File: config.mk
export PLATFORM = sky130hd
export DESIGN_NAME = pulses_to_units_flat
export DESIGN_NICKNAME = d
export VERILOG_FILES = /design/src/rtl/pulses_to_units_if.sv /design/src/rtl/pulses_to_units.sv /design/src/flat_wrapper.sv
export SDC_FILE = /design/constraint.sdc
export NUM_CORES = 1
export LEC_CHECK = 0
export ABC_AREA = 1
export ABC_CLOCK_PERIOD_IN_PS = 8700
export BUFFER_PORTS_ARGS = -buffer_cell sky130_fd_sc_hd__buf_4
export CORE_MARGIN = 2
export CORE_UTILIZATION = 60
export DETAILED_ROUTE_END_ITERATION = 7
export HOLD_SLACK_MARGIN = 0.02
export PLACE_DENSITY = 0.79
export SETUP_SLACK_MARGIN = 0.15
export SLEW_MARGIN = 20
export SYNTH_ARGS = -nofsm -noshare
export SYNTH_HDL_FRONTEND = slang
export SYNTH_SLANG_ARGS = --single-unit
export TNS_END_PERCENT = 1
File: constraint.sdc
create_clock -name clk -period 8.7 [get_ports clk]
set_clock_uncertainty 0.15 [all_clocks]
set_input_delay 0.87 -clock clk [delete_from_list [all_inputs] [get_ports clk]]
set_output_delay 0.87 -clock clk [all_outputs]
set_load 0.01 [all_outputs]
File: src/rtl/pulses_to_units_if.sv
// Start/result bundle for the pulse-count to BCD unit converter.
// The requester drives update and the operands; the converter drives the result and ready.
interface pulses_to_units_if #(
  parameter int BCD_DIGITS = 6,
  parameter int BIN_W      = 40
);
  logic                      update;
  logic [BIN_W-1:0]          pulse_count;
  logic [BCD_DIGITS*4-1:0]   pulses_per_unit;
  logic [BCD_DIGITS*4-1:0]   units_bcd;
  logic                      overflow;
  logic                      ready;

  modport master (
    output update, pulse_count, pulses_per_unit,
    input  units_bcd, overflow, ready
  );

  modport slave (
    input  update, pulse_count, pulses_per_unit,
    output units_bcd, overflow, ready
  );
endinterface

File: src/rtl/pulses_to_units.sv
// Converts a binary pulse count to round(count / ppu) in BCD, with ppu given in BCD.
// Fixed 67 ce-enabled edges per conversion; update is ignored while ready is low.
module pulses_to_units #(
  parameter int BCD_DIGITS = 6,
  parameter int BIN_W      = 40,
  parameter int HALF_W     = 20
) (
  input  logic clk,
  input  logic rst,
  input  logic ce,
  pulses_to_units_if.slave bus
);
  localparam int BCD_W = BCD_DIGITS * 4;
  localparam int CNT_W = 6;
  localparam logic [BIN_W-1:0] MAX_Q = BIN_W'(10**BCD_DIGITS - 1);

  typedef enum logic [2:0] {ST_IDLE, ST_PPU, ST_DIV, ST_ROUND, ST_BCD} state_t;

  state_t                  r_state;
  state_t                  w_state_next;
  logic [CNT_W-1:0]        r_cnt;
  logic                    w_last;

  logic [BCD_W-1:0]        r_ppu_bcd;
  logic [HALF_W-1:0]       r_ppu_bin;
  logic [HALF_W:0]         r_rem;
  logic [BIN_W-1:0]        r_quo;
  logic [HALF_W-1:0]       r_bin;
  logic [BCD_W-1:0]        r_bcd;
  logic                    r_flag;
  logic [BCD_W-1:0]        r_units;
  logic                    r_ovf;
  logic                    r_ready;

  logic [3:0]              w_digit;
  logic [HALF_W-1:0]       w_ppu_step;
  logic [HALF_W:0]         w_ppu_ext;
  logic [HALF_W:0]         w_rem_sh;
  logic                    w_q_bit;
  logic [HALF_W:0]         w_rem_next;
  logic                    w_round_up;
  logic [BIN_W-1:0]        w_q_rnd;
  logic                    w_sat;
  logic [BCD_W-1:0]        w_bcd_adj;
  logic [BCD_W+HALF_W-1:0] w_dd;

  always_ff @(posedge clk) begin
    if (rst) begin
      r_state <= ST_IDLE;
    end else if (ce) begin
      r_state <= w_state_next;
    end
  end

  always_comb begin
    w_state_next = r_state;
    w_last       = 1'b0;
    case (r_state)
      ST_IDLE:  if (bus.update) w_state_next = ST_PPU;
      ST_PPU: begin
        w_last = (r_cnt == CNT_W'(BCD_DIGITS - 1));
        if (w_last) w_state_next = ST_DIV;
      end
      ST_DIV: begin
        w_last = (r_cnt == CNT_W'(BIN_W - 1));
        if (w_last) w_state_next = ST_ROUND;
      end
      ST_ROUND: begin
        w_last       = 1'b1;
        w_state_next = ST_BCD;
      end
      ST_BCD: begin
        w_last = (r_cnt == CNT_W'(HALF_W - 1));
        if (w_last) w_state_next = ST_IDLE;
      end
      default:  w_state_next = ST_IDLE;
    endcase
  end

  // Datapath steps; digits above 9 are accumulated with their raw value.
  always_comb begin
    w_digit    = r_ppu_bcd[BCD_W-1 -: 4];
    w_ppu_step = HALF_W'(r_ppu_bin * HALF_W'(10)) + HALF_W'(w_digit);
    w_ppu_ext  = {1'b0, r_ppu_bin};
    w_rem_sh   = {r_rem[HALF_W-1:0], r_quo[BIN_W-1]};
    w_q_bit    = (w_rem_sh >= w_ppu_ext);
    w_rem_next = w_q_bit ? (w_rem_sh - w_ppu_ext) : w_rem_sh;
    w_round_up = (r_rem >= (w_ppu_ext - r_rem));
    w_q_rnd    = r_quo + BIN_W'(w_round_up);
    // Saturation is judged after rounding so x.5 just below the limit still overflows.
    w_sat      = (r_ppu_bin == '0) || (w_q_rnd > MAX_Q);
    w_bcd_adj  = r_bcd;
    for (int k = 0; k < BCD_DIGITS; k++) begin
      if (r_bcd[4*k +: 4] >= 4'd5) w_bcd_adj[4*k +: 4] = r_bcd[4*k +: 4] + 4'd3;
    end
    w_dd = {w_bcd_adj, r_bin} << 1;
  end

  always_ff @(posedge clk) begin
    if (rst) begin
      r_cnt     <= '0;
      r_ppu_bcd <= '0;
      r_ppu_bin <= '0;
      r_rem     <= '0;
      r_quo     <= '0;
      r_bin     <= '0;
      r_bcd     <= '0;
      r_flag    <= 1'b0;
      r_units   <= '0;
      r_ovf     <= 1'b0;
      r_ready   <= 1'b1;
    end else if (ce) begin
      case (r_state)
        ST_IDLE: begin
          if (bus.update) begin
            r_quo     <= bus.pulse_count;
            r_ppu_bcd <= bus.pulses_per_unit;
            r_ppu_bin <= '0;
            r_rem     <= '0;
            r_bin     <= '0;
            r_bcd     <= '0;
            r_flag    <= 1'b0;
            r_cnt     <= '0;
            r_ready   <= 1'b0;
          end
        end
        ST_PPU: begin
          r_ppu_bin <= w_ppu_step;
          r_ppu_bcd <= {r_ppu_bcd[BCD_W-5:0], 4'b0000};
          r_cnt     <= w_last ? '0 : r_cnt + CNT_W'(1);
        end
        ST_DIV: begin
          r_rem <= w_rem_next;
          r_quo <= {r_quo[BIN_W-2:0], w_q_bit};
          r_cnt <= w_last ? '0 : r_cnt + CNT_W'(1);
        end
        ST_ROUND: begin
          r_bin  <= w_sat ? MAX_Q[HALF_W-1:0] : w_q_rnd[HALF_W-1:0];
          r_flag <= w_sat;
          r_cnt  <= '0;
        end
        ST_BCD: begin
          r_bcd <= w_dd[BCD_W+HALF_W-1:HALF_W];
          r_bin <= w_dd[HALF_W-1:0];
          r_cnt <= w_last ? '0 : r_cnt + CNT_W'(1);
          if (w_last) begin
            r_units <= w_dd[BCD_W+HALF_W-1:HALF_W];
            r_ovf   <= r_flag;
            r_ready <= 1'b1;
          end
        end
        default: r_cnt <= '0;
      endcase
    end
  end

  assign bus.units_bcd = r_units;
  assign bus.overflow  = r_ovf;
  assign bus.ready     = r_ready;
endmodule

File: src/flat_wrapper.sv
// flat-port wrapper written by rule: the top's interface ports become plain ports
module pulses_to_units_flat 
#(
  parameter int BCD_DIGITS = 6,
  parameter int BIN_W      = 40,
  parameter int HALF_W     = 20
)
  (clk, rst, ce, bus_update, bus_pulse_count, bus_pulses_per_unit, bus_units_bcd, bus_overflow, bus_ready);
  pulses_to_units_if #(.BCD_DIGITS(BCD_DIGITS), .BIN_W(BIN_W)) bus_i ();
  input  logic clk;
  input  logic rst;
  input  logic ce;
  input wire logic [$bits(bus_i.update)-1:0] bus_update;
  input wire logic [$bits(bus_i.pulse_count)-1:0] bus_pulse_count;
  input wire logic [$bits(bus_i.pulses_per_unit)-1:0] bus_pulses_per_unit;
  output wire logic [$bits(bus_i.units_bcd)-1:0] bus_units_bcd;
  output wire logic [$bits(bus_i.overflow)-1:0] bus_overflow;
  output wire logic [$bits(bus_i.ready)-1:0] bus_ready;
  assign bus_i.update = bus_update;
  assign bus_i.pulse_count = bus_pulse_count;
  assign bus_i.pulses_per_unit = bus_pulses_per_unit;
  assign bus_units_bcd = bus_i.units_bcd;
  assign bus_overflow = bus_i.overflow;
  assign bus_ready = bus_i.ready;
  pulses_to_units #(.BCD_DIGITS(BCD_DIGITS), .BIN_W(BIN_W), .HALF_W(HALF_W)) u_core (.clk(clk), .rst(rst), .ce(ce), .bus(bus_i));
endmodule
==> impl_metrics.py, run 1 <==
metrics = {
    "pwr": {
        "p_leak_uw": 0.006496,
        "netSwitchingFraction": 0.3976,
        "power_frac_seq": 0.373,
        "p_per_area_nw_per_um2": 180.6,
        "pwr-share-clk": 0.301,
        "power.net_switching_uw": 1073,
        "intPower_uw": 1626,
        "combPwrFrac": 0.326,
        "ir_drop_mv": 0.1253,
    },
    "finish": {
        "multi_input_area_um2": 8756,
        "area_growth_pct": 10.45,
        "fillers": 2044,
        "layout.cells.non_filler": 2409,
        "drive_above_1_share": 0.08173,
        "antenna_cells": 0,
        "fin_nets": 2299,
        "regArea_um2": 3704,
    },
    "critical_path": {
        "setup.worst_path.class": "flop to flop",
        "critPathRequiredTime_ns": 8.83,
        "end_kind": "flop",
        "slowest_delay_ns": 0.68,
        "crit_slowest_cell": "nor2_2",
        "crit_arrival_ns": 6.53,
        "crit_fanout": 20,
        "startpoint_type": "flop",
        "crit_top_cell": "nand2_1",
    },
    "detailed_routing": {
        "vias_per_cell": 5.854,
        "drcViolationCount": 0,
        "num_vias": 14103,
        "wl_mm": 37.73,
        "final_antenna_net_count": 0,
        "drt_pass1_iterations": 5,
        "drtIter0Drc": 1222,
        "wl_per_cell_um": 15.66,
    },
    "cts": {
        "ctsResizeCount": 0,
        "worstSkewPairLatency_ns": 0.45,
        "cts_tree": "yes",
        "postCtsSetupBuffers": 0,
        "clockBufferDepth": 2,
        "h-tree-depth": 4,
        "cts_root_buffer": "clkbuf_16",
        "cts_hold_buf": 0,
        "cts_made_buffers": 17,
        "clkTransAtPathRegs_ns": 0.08,
        "cts.sinks": 185,
    },
    "floorplan": {
        "die_x_um": 154.2,
        "ioPinCount": 94,
        "die-area_um2": 23780,
        "initial_core_util": 0.6164,
        "core-area_um2": 21960,
        "fp-row-count": 54,
        "die_y_um": 154.2,
    },
    "synth": {
        "netlist_area_um2": 13540,
        "yosys_warnings": 0,
        "synth_seq_area_share": 0.2736,
        "synth_seq_cells": 185,
        "synth_area_leader_cell": "dfxtp_1",
        "synth_area_leaders": "dfxtp_1 (27%), nand2_1 (15%), ha_1 (10%), a21oi_1 (8.7%), o21ai_0 (6.1%)",
        "synth-edff-count": 0,
        "yosysMostFrequentCell": "nand2_1",
        "async_reset_ff_frac": 0,
        "synth.cells.most_frequent": "nand2_1 (526), a21oi_1 (234), inv_1 (200)",
        "synth_cells": 2071,
        "ys_types": 49,
        "syn_area_per_cell_um2": 6.536,
        "netlist.area_leader.share": 0.2736,
        "synth-main-ff-cell": "dfxtp_1",
        "syn_nets": 2254,
    },
    "global_routing": {
        "grt-ovfl-total": 0,
        "grtUsageTotal": 0.3140,
        "first_global_vias": 12741,
        "grt_pass1_wl_mm": 61.74,
        "grt_max_degree": 97,
        "antenna_found_initial": 0,
    },
    "timing": {
        "fmax_mhz": 156.3,
        "slew_headroom": 0.2796,
        "tns_ns": 0,
        "hold_viol": 0,
        "setup_viol": 0,
        "maxSlewViolCount": 0,
        "finalCritPeriodShare": 0.7353,
        "finalCriticalPeriod_ns": 6.397,
        "rsz0062_at_grt": "no",
        "worst_pin_slew_ns": 1.081,
    },
    "status": {
        "status": "complete, no violations",
    },
    "hold_path": {
        "hp-class": "flop to flop",
    },
    "placement": {
        "place_hpwl_mm": 27.63,
        "dp.cells": 2377,
        "gp_congestion": 0.9972,
        "io_buffers": 93,
    },
    "job": {
        "cap_violations": 0,
    },
}
worst paths after layout:
kind	startpoint	to	slack (ns)	depth (start not counted)
worst max-delay path	u_core.r_rem[2]	u_core.r_bin[9]	2.30	30
worst min-delay path	u_core.bus.units_bcd[15]	u_core.bus.units_bcd[15]	0.30	2
worst max register to register	u_core.r_rem[2]	u_core.r_bin[9]	2.30	30
worst min register to register	u_core.bus.units_bcd[15]	u_core.bus.units_bcd[15]	0.30	2
flip-flops by register name, summed over array words and instances, names as in the netlist:
| name | cells |
|---|---|
| u_core.bus.ready | 1 |
| u_core.r_cnt | 6 |
| u_core.bus.units_bcd | 24 |
| u_core.r_quo | 40 |
| u_core.r_state | 3 |
| u_core.r_bin | 20 |
| u_core.bus.overflow | 1 |
| u_core.r_ppu_bcd | 24 |
| u_core.r_rem | 21 |
| u_core.r_ppu_bin | 20 |
| u_core.r_flag | 1 |
| u_core.r_bcd | 24 |
metrics by stage:
stage / cell area, um2 / power (uW) / hold WS, ns / worst slack (ns) / util
2_1_floorplan: 13540 / 1642 / 0.2908 / 3.662 / -
3_3_place_gp: 14330 / 1865 / 0.2827 / 2.642 / 0.6528
3_5_place_dp: 14330 / 1875 / 0.2866 / 2.490 / 0.6528
6_report: 14950 / 2699 / 0.2953 / 2.303 / 0.6808
5_1_grt: 14950 / 2847 / 0.3148 / 1.742 / 0.6808
4_1_cts: 14950 / 2685 / 0.2998 / 2.487 / 0.6808
cell usage in the layout (no fill, tap or decap), drive strengths merged, types with 16 or more instances in the layout:
master | synthesis | routed
a21oi | 237 | 237
a31oi | 64 | 64
buf | 11 | 102
clkbuf | 65 | 17
dfxtp | 185 | 185
ha | 111 | 111
inv | 200 | 208
nand2 | 537 | 537
nand3 | 105 | 105
nand4 | 56 | 56
nor2 | 180 | 180
nor3 | 16 | 16
o21ai | 170 | 170
xnor2 | 25 | 25
xor2 | 48 | 48
kinds of logic (layout without fill, tap and decap cells):
| logic type | count (synthesis) | in the layout | share of synthesized area |
|---|---|---|---|
| AOI/OAI and AO/OA | 500 | 500 | 0.1972 |
| xor gates and xnor gates | 73 | 73 | 0.04779 |
| and+or+nand+nor | 920 | 920 | 0.2932 |
| adders and majority gates | 115 | 115 | 0.1085 |
| buffers and inverters | 278 | 336 | 0.07968 |
| DFF | 185 | 185 | 0.2736 |
power by group through the flow:
stage	registers, uW	logic (uW)	clock network (uW)
6_report	1010	880	812
5_1_grt	1010	982	851
4_1_cts	1000	862	821
3_5_place_dp	1020	854	0
3_3_place_gp	1020	845	0
2_1_floorplan	985	657	0
critical path, delay by kind of cell, from the launching register on:
| family | cells | cell delay, ns |
|---|---|---|
| XOR/XNOR | 2 | 0.32 |
| AND/OR/NAND/NOR | 15 | 2.61 |
| flip-flops | 1 | 0.39 |
| adder cells (fa/ha/maj) | 4 | 1.23 |
| buffers and inverters | 2 | 0.15 |
| AO/OA/AOI/OAI | 7 | 1.40 |
final cells by class:
type,instances,area share
clock buffer,17,0.02846
clock inverter,15,0.01272
inverter,202,0.05072
multi-input combinational,1608,0.5857
sequential,185,0.2477
tap,280,0.02343
timing repair buffer,102,0.05122
per-layer routing:
metal,GRT usage,wire (um),part of all wire,vias to the layer above
met3,0.03614,2339,0.062,59
met1,0.4154,16440,0.44,6501
li1,-,-,-,7044
met4,0.09924,825,0.022,0
met2,0.5377,18120,0.48,499
met5,0,0,0,-
(Power assumes the default switching activity.)
==> run 2, diff against run 1 <==
Settings changed: ABC_CLOCK_PERIOD_IN_PS 8700 to 5400, CORE_UTILIZATION 60 to 56, PLACE_DENSITY 0.79 to 0.78.
Clock period 8.7 ns to 5.4 ns, I/O delays scaled along.
==> impl_metrics.py, run 2 (synthesized netlist as in run 1, its figures left out) <==
metrics = {
    "cts": {
        "cts.sinks": 185,
        "clockBufferDepth": 2,
        "clkTransAtPathRegs_ns": 0.10,
        "cts_tree": "yes",
        "cts_hold_buf": 0,
        "cts_made_buffers": 17,
        "h-tree-depth": 4,
        "worstSkewPairLatency_ns": 0.46,
        "cts_root_buffer": "clkbuf_16",
    },
    "critical_path": {
        "crit_slowest_cell": "fa_2",
        "crit_family": "simple AND/OR/NAND/NOR gates",
        "crit_fanout": 5,
        "startpoint_type": "flop",
        "cp.buffers_inverters": 4,
        "r2r_slack_ns": 0.09,
        "critPathRequiredTime_ns": 5.57,
        "setup.worst_path.class": "flop to flop",
        "slowest_delay_ns": 0.41,
        "crit_arrival_ns": 5.48,
        "end_kind": "flop",
    },
    "pwr": {
        "p_per_area_nw_per_um2": 294.7,
        "power_frac_seq": 0.348,
        "netSwitchingFraction": 0.4022,
        "intPower_uw": 2786,
        "combPwrFrac": 0.353,
        "p_leak_uw": 0.006832,
        "finalPower_uw": 4661,
        "ir_drop_mv": 0.2521,
        "pwr-share-clk": 0.299,
        "power.net_switching_uw": 1875,
    },
    "finish": {
        "fillers": 2103,
        "drive_above_1_share": 0.1353,
        "area_growth_pct": 16.83,
        "regArea_um2": 3712,
        "antenna_cells": 0,
        "finish.utilization": 0.6697,
        "final_cell_mix": "nand2_1 (516), a21oi_1 (219), inv_1 (193)",
        "top_register": "u_core.r_quo",
        "multi_input_area_um2": 9094,
        "largest_reg_flops": 40,
        "final_common_cell": "nand2_1",
        "layout.cells.non_filler": 2499,
        "fin_nets": 2350,
    },
    "timing": {
        "fmax_mhz": 188.2,
        "rsz0062_at_grt": "yes",
        "finalCriticalPeriod_ns": 5.314,
        "setup_viol": 0,
        "finalCritPeriodShare": 0.9841,
        "fin_ws_ns": 0.08576,
        "maxSlewViolCount": 0,
        "slew_headroom": 0.3252,
        "worst_pin_slew_ns": 1.012,
        "hold_viol": 0,
        "tns_ns": 0,
    },
    "status": {
        "status": "complete, no violations",
    },
    "detailed_routing": {
        "drtIter0Drc": 1243,
        "drt_pass1_iterations": 8,
        "wl_mm": 39.25,
        "wl_per_cell_um": 15.71,
        "drcViolationCount": 0,
        "final_antenna_net_count": 0,
        "num_vias": 14352,
        "vias_per_cell": 5.743,
    },
    "global_routing": {
        "antenna_found_initial": 0,
        "grt-ovfl-total": 0,
        "grt_max_degree": 90,
        "grtUsageTotal": 0.2978,
        "first_global_vias": 13266,
        "grt_pass1_wl_mm": 63.54,
    },
    "floorplan": {
        "core-area_um2": 23610,
        "die_y_um": 159.5,
        "die-area_um2": 25430,
        "initial_core_util": 0.5732,
        "die_x_um": 159.5,
        "ioPinCount": 94,
        "fp-row-count": 56,
    },
    "job": {
        "cap_violations": 0,
    },
    "hold_path": {
        "hp-class": "input port to flop",
    },
    "placement": {
        "post-place-ws_ns": -0.01503,
        "dp.cells": 2445,
        "place_hpwl_mm": 28.31,
        "gp_congestion": 0.9840,
        "io_buffers": 93,
    },
}
run 2: cell types whose count changed in the layout (fill, tap and decap cells not counted), moves of 7 or more:
cell     change
ha_1         -8
nand3_1      -7
ha_4         +7
dfxtp_2      +7
dfxtp_1      -7
nand2_2      +9
a21oi_2     +14
a21oi_1     -15
nand3_2      +7
buf_4       +47
nand2_1     -10
run 2: layout make-up:
| cell class | instances | share of cell area |
|---|---|---|
| Clock buffer | 17 | 0.02690 |
| Inverter | 202 | 0.04795 |
| Timing Repair Buffer | 153 | 0.07588 |
| Clock inverter | 15 | 0.01424 |
| Sequential cell | 185 | 0.2347 |
| Tap cell | 319 | 0.02524 |
| Multi-Input combinational cell | 1608 | 0.5750 |
run 2: per-stage QoR:
step                      hold slack [ns]  cell area, um2
after floorplan                    0.2908           13540
after global placement             0.2832           14610
after detailed placement           0.2879           14610
after CTS                          0.1915           15430
after global routing               0.1916           15810
final                              0.1926           15810
run 2: worst reg2reg max path, stage by stage, from the launching register on:
cell and delay [ns]:
dfxtp_2 0.34, inv_2 0.05, ha_4 0.16, fa_2 0.41, buf_4 0.15, o21ai_0 0.41, a21oi_1 0.15, xor2_1 0.20
ha_1 0.37, nand4_1 0.13, nor4_2 0.29, nand3b_1 0.11, nand4_1 0.22, ha_2 0.27, ha_4 0.17, buf_4 0.14
nand3_1 0.16, nor3_1 0.24, xor2_1 0.10, nor2_1 0.18, nand3_1 0.15, nor2_4 0.24, clkbuf_16 0.21, nand3_2 0.06
nand2_1 0.07, a21oi_1 0.07
run 2: path summary, 6_finish.rpt:
kind / endpoint / from / cells past startpoint
setup / recovery: u_core.r_bin[2] / u_core.r_ppu_bin[0] / 25
hold / removal: u_core.r_ppu_bcd[10] / bus_pulses_per_unit[10] / 3
setup reg to reg: u_core.r_bin[2] / u_core.r_ppu_bin[0] / 25
hold reg to reg: u_core.bus.units_bcd[3] / u_core.bus.units_bcd[3] / 2
run 2: repair_timing:
| item | 4_1_cts | 5_1_grt |
|---|---|---|
| gates cloned | 1 | 1 |
| pin swaps | 7 | 30 |
| setup buffers | 4 | 16 |
| setup endpoints to repair | 21 | 21 |
| endpoints found under the hold margin | 0 | 0 |
| gates resized for setup | 29 | 60 |
run 2: metal layers:
| metal | vias up | part of all wire | global-route usage |
|---|---|---|---|
| li1 | 7153 | - | - |
| met1 | 6624 | 0.44 | 0.3780 |
| met2 | 474 | 0.48 | 0.5138 |
| met3 | 101 | 0.053 | 0.04454 |
| met4 | 0 | 0.030 | 0.1054 |
| met5 | - | 0 | 0 |
run 2: power by group through the flow:
stage	clock network (uW)	registers, uW	logic, uW
5_1_grt	1460	1640	1840
4_1_cts	1400	1620	1500
6_report	1390	1620	1650
3_3_place_gp	0	1640	1370
3_5_place_dp	0	1640	1400
2_1_floorplan	0	1590	1060
==> run 3, diff against run 2 <==
Settings changed: PLACE_DENSITY 0.78 to 0.76, SLEW_MARGIN 20 to default.
==> impl_metrics.py, run 3 (synthesized netlist as in run 1, its figures left out) <==
metrics = {
    "placement": {
        "place_hpwl_mm": 28.25,
        "io_buffers": 93,
        "gp_congestion": 0.9437,
        "post-place-ws_ns": -0.02738,
    },
    "critical_path": {
        "slowest_delay_ns": 0.35,
        "r2r-start": "u_core.r_rem[5]",
        "crit_arrival_ns": 5.45,
        "startpoint_type": "flop",
        "setup.worst_path.class": "flop to flop",
        "setup.worst_path.start": "u_core.r_rem[5]",
        "crit_slowest_cell": "ha_1",
        "r2r_end": "u_core.r_bin[0]",
        "end_kind": "flop",
        "r2r_slack_ns": 0.17,
        "critPathRequiredTime_ns": 5.62,
        "crit_fanout": 9,
        "crit_end": "u_core.r_bin[0]",
        "ff2ff_path_depth": 33,
    },
    "timing": {
        "worst_pin_slew_ns": 0.9757,
        "fmax_mhz": 191.4,
        "maxSlewViolCount": 0,
        "setup_viol": 0,
        "fin_ws_ns": 0.1746,
        "finalCriticalPeriod_ns": 5.225,
        "rsz0062_at_grt": "yes",
        "finalCritPeriodShare": 0.9677,
        "slew_headroom": 0.3495,
        "hold_viol": 0,
    },
    "detailed_routing": {
        "drtIter0Drc": 1151,
        "wl_per_cell_um": 15.68,
        "num_vias": 14352,
        "final_antenna_net_count": 0,
        "drt_pass1_iterations": 6,
        "vias_per_cell": 5.718,
        "wl_mm": 39.35,
        "drcViolationCount": 0,
    },
    "floorplan": {
        "core-area_um2": 23610,
        "die_y_um": 159.5,
        "die-area_um2": 25430,
        "ioPinCount": 94,
        "fp-row-count": 56,
        "die_x_um": 159.5,
        "initial_core_util": 0.5732,
    },
    "global_routing": {
        "grt_pass1_wl_mm": 63.04,
        "first_global_vias": 13222,
        "grtUsageTotal": 0.2951,
        "grt-ovfl-total": 0,
        "grt_max_degree": 79,
        "antenna_found_initial": 0,
    },
    "cts": {
        "cts_root_buffer": "clkbuf_16",
        "cts.sinks": 185,
        "worstSkewPairLatency_ns": 0.47,
        "clockBufferDepth": 2,
        "h-tree-depth": 4,
        "cts_made_buffers": 17,
        "cts_hold_buf": 0,
        "cts_tree": "yes",
        "clkTransAtPathRegs_ns": 0.09,
    },
    "finish": {
        "fin_nets": 2361,
        "drive_above_1_share": 0.1465,
        "final_cell_mix": "nand2_1 (515), a21oi_1 (219), inv_1 (188)",
        "finish.utilization": 0.6768,
        "antenna_cells": 0,
        "final_common_cell": "nand2_1",
        "largest_reg_flops": 40,
        "top_register": "u_core.r_quo",
        "area_growth_pct": 18.06,
        "fillers": 2135,
    },
    "pwr": {
        "p_leak_uw": 0.006937,
        "ir_drop_mv": 0.1990,
        "p_per_area_nw_per_um2": 292.6,
    },
    "job": {
        "cap_violations": 0,
    },
    "hold_path": {
        "min_from": "bus_pulse_count[30]",
        "hp-class": "input port to flop",
    },
    "status": {
        "status": "complete, no violations",
    },
}
[run 3: cell type report]
type / count / area [um2] / area share
repair buffers: 163 / 1295 / 0.08104
multi-input cells: 1609 / 9160 / 0.5732
inverters: 202 / 758.2 / 0.04745
clock inverters: 15 / 217.7 / 0.01362
well taps: 319 / 399.1 / 0.02498
clock buffers: 17 / 425.4 / 0.02662
flip-flops and latches: 185 / 3725 / 0.2331
[run 3: how the worst min path moves through the flow]
stage	to	slack [ns]	cells past startpoint
5_1_grt	u_core.r_quo[10]	0.20	3
4_1_cts	u_core.r_ppu_bcd[13]	0.19	3
2_1_floorplan	u_core.r_ppu_bcd[0]	0.29	2
3_5_place_dp	u_core.bus.units_bcd[12]	0.29	2
6_report	u_core.r_quo[30]	0.19	3
3_3_place_gp	u_core.bus.units_bcd[12]	0.28	2
[run 3: timing repair]
item                                    CTS  global route
cloned                                    2             1
pin swaps                                11            50
gates resized for setup                  26            92
setup buffers                             6            20
endpoints found under the setup margin   21            21
endpoints found under the hold margin     0             0
[run 3: report_power, final]
group / total [uW] / switching, uW / internal [uW] / leakage, uW
Sequential: 1610 / 136 / 1480 / 0.00151
Clock: 1370 / 716 / 656 / 0.000309
Combinational: 1690 / 1020 / 675 / 0.00512
Total: 4680 / 1870 / 2810 / 0.00694
[run 3: stage by stage]
step	instances	hold WS (ns)	TNS, ns	power [uW]	area (um2)
after floorplan	2071	0.2908	0	2645	13540
after global placement	2449	0.2821	0	3040	14640
after detailed placement	2449	0.2866	-0.1096	3062	14640
after CTS	2489	0.1938	0	4483	15490
after global routing	2510	0.2017	-0.9019	4936	15980
final	2510	0.1891	0	4676	15980
[run 3: metal layers]
layer  up-vias  GRT usage  part of all wire
li1       7174          -                 -
met1      6656     0.3800              0.44
met2       425     0.5085              0.48
met3        97    0.03412             0.046
met4         0     0.1079             0.032
met5         -          0                 0
[run 3: worst max-delay path: cells and delay by family (launching register included)]
family	cells	cell delay (ns)
AO/OA/AOI/OAI	9	1.39
buffers and inverters	4	0.37
XOR/XNOR	2	0.25
flip-flops	1	0.34
adder cells (fa/ha/maj)	4	1.06
AND/OR/NAND/NOR	14	1.57
